--- config.mk ---
export PLATFORM = sky130hd
export DESIGN_NAME = soc_fifo_sclk
export DESIGN_NICKNAME = d
export VERILOG_FILES = /design/src/rtl/soc_fifo_sclk_pkg.sv /design/src/rtl/soc_fifo_sclk_ram.sv /design/src/rtl/soc_fifo_sclk.sv
export SDC_FILE = /design/constraint.sdc
export NUM_CORES = 1
export LEC_CHECK = 0
export CAP_MARGIN = 10
export CORE_MARGIN = 2
export CORE_UTILIZATION = 59
export DETAILED_ROUTE_END_ITERATION = 12
export PLACE_DENSITY_LB_ADDON = 0.12
export SYNTH_ARGS = -nofsm -noshare
export SYNTH_HDL_FRONTEND = slang
export SYNTH_SLANG_ARGS = --single-unit
--- constraint.sdc ---
create_clock -name clk -period 3.44 [get_ports clk]
set_input_delay 0.688 -clock clk [delete_from_list [all_inputs] [get_ports clk]]
set_output_delay 0.688 -clock clk [all_outputs]
set_load 0.05 [all_outputs]
--- src/rtl/soc_fifo_sclk_pkg.sv ---
// rtl/soc_fifo_sclk_pkg.sv - shared constants and default-threshold helpers for soc_fifo_sclk
package soc_fifo_sclk_pkg;

    localparam int AE_THR_DEFAULT = 1;

    // Default almost-full level: one entry short of capacity.
    function automatic int af_thr_default(input int aw);
        return (1 << aw) - 1;
    endfunction

    // Threshold range rules, shared by the top-level elaboration check.
    function automatic bit af_thr_ok(input int aw, input int thr);
        return (thr >= 1) && (thr <= (1 << aw));
    endfunction

    function automatic bit ae_thr_ok(input int aw, input int thr);
        return (thr >= 0) && (thr <= (1 << aw) - 1);
    endfunction

endpackage

--- src/rtl/soc_fifo_sclk_ram.sv ---
// rtl/soc_fifo_sclk_ram.sv - simple dual-port RAM with registered or asynchronous read
module soc_fifo_sclk_ram #(
    parameter int DW       = 8,
    parameter int AW       = 4,
    parameter int ASYNC_RD = 0
) (
    input  logic          clk,
    input  logic          rst,
    input  logic          we,
    input  logic [AW-1:0] waddr,
    input  logic [DW-1:0] wdata,
    input  logic          re,
    input  logic [AW-1:0] raddr,
    output logic [DW-1:0] rdata
);

    logic [DW-1:0] r_mem [1 << AW];
    logic [DW-1:0] r_rdata;

    // Write port; storage is never reset.
    always_ff @(posedge clk) begin
        if (we) begin
            r_mem[waddr] <= wdata;
        end
    end

    // Registered read port: captures the addressed word on re, otherwise holds.
    always_ff @(posedge clk) begin
        if (rst) begin
            r_rdata <= '0;
        end else if (re) begin
            r_rdata <= r_mem[raddr];
        end
    end

    assign rdata = (ASYNC_RD != 0) ? r_mem[raddr] : r_rdata;

endmodule

--- src/rtl/soc_fifo_sclk.sv ---
// rtl/soc_fifo_sclk.sv - single-clock FIFO with show-ahead option, count, thresholds and error flags
module soc_fifo_sclk
    import soc_fifo_sclk_pkg::*;
#(
    parameter int DW     = 8,
    parameter int AW     = 4,
    parameter int FWFT   = 0,
    parameter int AF_THR = af_thr_default(AW),
    parameter int AE_THR = AE_THR_DEFAULT
) (
    input  logic          clk,
    input  logic          rst,
    input  logic          flush,
    input  logic [DW-1:0] din,
    input  logic          push,
    input  logic          pop,
    output logic [DW-1:0] dout,
    output logic          full,
    output logic          empty,
    output logic          almost_full,
    output logic          almost_empty,
    output logic [AW:0]   count,
    output logic          ovf,
    output logic          udf,
    input  logic          err_clr
);

    localparam logic [AW:0] L_DEPTH = (AW+1)'(1 << AW);
    localparam logic [AW:0] L_AF    = (AW+1)'(AF_THR);
    localparam logic [AW:0] L_AE    = (AW+1)'(AE_THR);
    localparam logic [AW:0] L_ONE   = (AW+1)'(1);

    if (!af_thr_ok(AW, AF_THR)) begin : g_bad_af_thr
        $error("soc_fifo_sclk: AF_THR out of range 1..2**AW");
    end
    if (!ae_thr_ok(AW, AE_THR)) begin : g_bad_ae_thr
        $error("soc_fifo_sclk: AE_THR out of range 0..2**AW-1");
    end

    logic [AW:0] r_wptr;
    logic [AW:0] r_rptr;
    logic [AW:0] r_count;
    logic        r_full;
    logic        r_empty;
    logic        r_af;
    logic        r_ae;
    logic        r_ovf;
    logic        r_udf;

    logic        w_push_acc;
    logic        w_pop_acc;
    logic        w_we;
    logic        w_re;
    logic [AW:0] w_count_nxt;

    // Acceptance is judged on the registered flags; there is no bypass at either end.
    assign w_push_acc  = push & ~r_full;
    assign w_pop_acc   = pop & ~r_empty;
    assign w_we        = w_push_acc & ~rst & ~flush;
    assign w_re        = w_pop_acc & ~rst & ~flush;
    assign w_count_nxt = r_count + {{AW{1'b0}}, w_push_acc} - {{AW{1'b0}}, w_pop_acc};

    // Pointers, occupancy and flags, all derived from the next count so they never lag.
    always_ff @(posedge clk) begin
        if (rst) begin
            r_wptr  <= '0;
            r_rptr  <= '0;
            r_count <= '0;
            r_full  <= 1'b0;
            r_empty <= 1'b1;
            r_af    <= 1'b0;
            r_ae    <= 1'b1;
            r_ovf   <= 1'b0;
            r_udf   <= 1'b0;
        end else if (flush) begin
            r_wptr  <= '0;
            r_rptr  <= '0;
            r_count <= '0;
            r_full  <= 1'b0;
            r_empty <= 1'b1;
            r_af    <= ('0 >= L_AF);
            r_ae    <= ('0 <= L_AE);
        end else begin
            if (w_push_acc) begin
                r_wptr <= r_wptr + L_ONE;
            end
            if (w_pop_acc) begin
                r_rptr <= r_rptr + L_ONE;
            end
            r_count <= w_count_nxt;
            r_full  <= (w_count_nxt == L_DEPTH);
            r_empty <= (w_count_nxt == '0);
            r_af    <= (w_count_nxt >= L_AF);
            r_ae    <= (w_count_nxt <= L_AE);
            // A rejected request in the same cycle as err_clr leaves the flag set.
            r_ovf   <= (r_ovf & ~err_clr) | (push & r_full);
            r_udf   <= (r_udf & ~err_clr) | (pop & r_empty);
        end
    end

    soc_fifo_sclk_ram #(
        .DW       (DW),
        .AW       (AW),
        .ASYNC_RD (FWFT)
    ) u_ram (
        .clk   (clk),
        .rst   (rst),
        .we    (w_we),
        .waddr (r_wptr[AW-1:0]),
        .wdata (din),
        .re    (w_re),
        .raddr (r_rptr[AW-1:0]),
        .rdata (dout)
    );

    assign full         = r_full;
    assign empty        = r_empty;
    assign almost_full  = r_af;
    assign almost_empty = r_ae;
    assign count        = r_count;
    assign ovf          = r_ovf;
    assign udf          = r_udf;

endmodule
==> impl_metrics.env <==
export IMPL_synth_cell_types=40
export IMPL_antenna_cells=0
export IMPL_gp_congestion=0.843
export IMPL_grt_max_degree=20
export IMPL_min_to="u_ram.rdata[0]$_SDFFE_PP0P_"
export IMPL_hold_path_class="flop to flop"
export IMPL_yosys_area_top_type="edfxtp_1"
export IMPL_tns_ps=0
export IMPL_fin_crit_sh=0.759
export IMPL_arrival_ps=3020
export IMPL_holdBufCountCts=0
export IMPL_total_power_mw=4.01
export IMPL_syn_avg_cell_area_um2=17.5
export IMPL_pwr_density_cell_nw_per_um2=548
export IMPL_hold_start="u_ram.rdata[0]$_SDFFE_PP0P_"
export IMPL_rows=37
export IMPL_nets=436
export IMPL_synthesis_nets=377
export IMPL_slowest_delay_ps=480
export IMPL_critical_path_buf_inv_count=1
export IMPL_path_class="input pin to flop"
export IMPL_drc=0
export IMPL_ant_nets=0
export IMPL_numCtsBuffers=17
export IMPL_cts_resized=0
export IMPL_cp_required_ps=3850
export IMPL_yosys_warnings=0
export IMPL_drt_iter0_drc=259
export IMPL_path_max_fanout=3
export IMPL_synthCells=353
export IMPL_rr_startpoint="r_rptr[0]$_SDFFE_PP0P_"
export IMPL_wl_per_cell_um=21.9
export IMPL_critPathLaunchType="input pin"
export IMPL_place_ws_ps=311
export IMPL_ys_seq_elements=155
export IMPL_synthArstFlopShare=0
export IMPL_synthFlopType="edfxtp_1"
export IMPL_status="finished clean"
export IMPL_placed_cell_area_um2=6780
export IMPL_drive_gt1_frac=0.198
export IMPL_vias_per_cell=5.97
export IMPL_rsz0062_at_grt="false"
export IMPL_grt_pass1_wl_um=19300
export IMPL_whs_path_depth=1
export IMPL_htree_levels=4
export IMPL_max_cap_violations=0
export IMPL_io_pins=33
export IMPL_grt_pass1_vias=3327
export IMPL_ir_worst_vdd_uv=324
export IMPL_fin_crit_ps=2610
export IMPL_crit_chain="clkdlybuf4s50_1, nor2b_1, nand2b_1, nand2_1, ha_1, fa_1, a21o_1, a21oi_1, xor2_1, a31oi_1"
export IMPL_hold_viol=0
export IMPL_cts_sinks=155
export IMPL_dp_hpwl_um=7840
export IMPL_fin_util=0.715
export IMPL_core_um2=10200
export IMPL_rr_worst_depth=4
export IMPL_drt_total_wl_um=12300
export IMPL_root_buffer="clkbuf_8"
export IMPL_worstMarginPinSlew_ps=723
export IMPL_vias=3348
export IMPL_timing_fmax_ghz=0.383
export IMPL_drv_slew=0
export IMPL_track_usage=0.242
export IMPL_p_leak_nw=2.42
export IMPL_r2r_slack_ps=1130
export IMPL_die_area_um2=11300
export IMPL_fp_dieW_um=106
export IMPL_r2r_end="u_ram.rdata[3]$_SDFFE_PP0P_"
export IMPL_dr_pass1_iters=5
export IMPL_tritoncts="done"
export IMPL_netlist_area_um2=6170
export IMPL_path_delay_family="adder cells"
export IMPL_fin_area_um2=7310
export IMPL_die_h_um=106
export IMPL_post_cts_setup_buffer_count=0
export IMPL_synth_seq_area_share=0.710
export IMPL_synth_area_leaders="edfxtp_1 (62%), dfxtp_1 (8.8%), mux4_2 (8.8%)"
export IMPL_end_kind="flop"
export IMPL_overflow=0
export IMPL_finClkSkew_ps=13.0
export IMPL_maxSlewHeadroom=0.517
export IMPL_clk_pin_slew_worst_paths_ps=70
export IMPL_slowest_stage="clkdlybuf4s50_1"
export IMPL_start_util=0.604
export IMPL_netlist_area_leader_share=0.622
export IMPL_setup_viol=0
export IMPL_synth_edf_count=128
export IMPL_setup_ws_ps=830
export IMPL_io_buffers=32
export IMPL_syn_to_final_growth_pct=18.4
export IMPL_cts_buffer_depth=2
export IMPL_clk_latency_ps=530
export IMPL_antenna_found_initial=0
-- worst register-to-register path: cells and delay by family (launching register included) --
| family | cells | cell delay [ps] |
|---|---|---|
| AND/OR/NAND/NOR | 1 | 150 |
| buffers and inverters | 1 | 270 |
| multiplexers | 1 | 600 |
| AO/OA/AOI/OAI | 1 | 390 |
| flip-flops | 1 | 780 |
-- cell families after synthesis --
family | after synthesis | synth area share
XOR/XNOR | 11 | 0.0156
AND/OR/NAND/NOR | 89 | 0.0695
flip-flops | 155 | 0.710
adder cells (fa/ha/maj) | 10 | 0.0215
buffers and inverters | 26 | 0.0211
AO/OA/AOI/OAI | 23 | 0.0288
multiplexers | 39 | 0.134
-- per-layer routing --
| metal | vias to the layer above | wire [um] | track usage |
|---|---|---|---|
| li1 | 1493 | - | - |
| met1 | 1707 | 5110 | 0.328 |
| met2 | 124 | 6250 | 0.386 |
| met3 | 24 | 689 | 0.0644 |
| met4 | 0 | 256 | 0.0865 |
| met5 | - | 0 | 0 |
-- worst max-delay path by stage --
stage	to	cells after the start	from	slack [ps]
after floorplan	almost_full$_SDFF_PP0_	9	push	600
after global placement	almost_full$_SDFF_PP0_	10	push	370
after detailed placement	full$_SDFF_PP0_	10	push	310
after CTS	almost_full$_SDFF_PP0_	10	push	840
after global routing	full$_SDFF_PP0_	10	push	670
final	almost_full$_SDFF_PP0_	10	push	830
-- Yosys cell counts, types with 3 or more instances --
master    instances
a2111o_1          4
a21oi_1           4
a221o_1           3
and2_1            4
clkbuf_1          9
dfxtp_1          27
edfxtp_1        128
ha_1              9
inv_1             9
mux2_2            3
mux2i_1           4
mux4_1            8
mux4_2           24
nand2_1          12
nand2b_1          6
nand3_1           7
nand4_1           5
nor2_1           34
nor2b_1          10
nor3_1            6
o21ai_0           3
xnor2_1           7
xor2_1            4
-- metrics by stage --
stage / instances / hold slack (ps)
2_1_floorplan: 353 / 554
3_3_place_gp: 529 / 461
3_5_place_dp: 529 / 473
4_1_cts: 561 / 488
5_1_grt: 561 / 509
6_report: 561 / 484
-- sequential cells by signal, summed over array words and instances, names as in the netlist --
register / cells
u_ram.r_mem: 128
u_ram.rdata: 8
count: 5
r_rptr: 4
r_wptr: 4
almost_empty: 1
almost_full: 1
empty: 1
full: 1
ovf: 1
udf: 1
-- cell usage in the layout, fill, tap and decap left out, types with 2 or more instances in the layout --
master           count
buf_4               23
xor2_1               4
nand2_1             12
nor2b_1             10
a21o_1               2
o21ai_0              3
a21oi_1              4
clkdlybuf4s50_1     32
and2_1               4
clkinv_2             2
clkbuf_16           16
xnor2_1              7
a221o_1              3
inv_6                5
nor4_1               2
nand3_1              7
a2bb2oi_1            2
mux4_2              24
mux4_1               8
buf_12               2
ha_1                 9
mux2i_1              4
a2111o_1             4
edfxtp_1           128
o31ai_1              2
inv_8                2
mux2_2               3
clkinvlp_4           3
nor3_1               6
nand2b_1             6
nor2_1              34
inv_1                9
dfxtp_1             26
nand4_1              5
-- area by class of cell --
type	instances	area (um2)
fillers	655	2920
clock inverters	14	111
repair buffers	57	533
inverters	9	33.8
clock buffers	18	418
well taps	136	170
flip-flops and latches	155	4390
multi-input cells	172	1660
-- power by group --
group	total (mW)	internal, mW	leakage [nW]	switching, mW
registers	2.07	2.05	1.37	0.0167
clock network	1.67	0.902	0.254	0.769
logic	0.270	0.107	0.790	0.163
total	4.01	3.06	2.42	0.949
No activity file was read; power rests on OpenSTA's default activity.
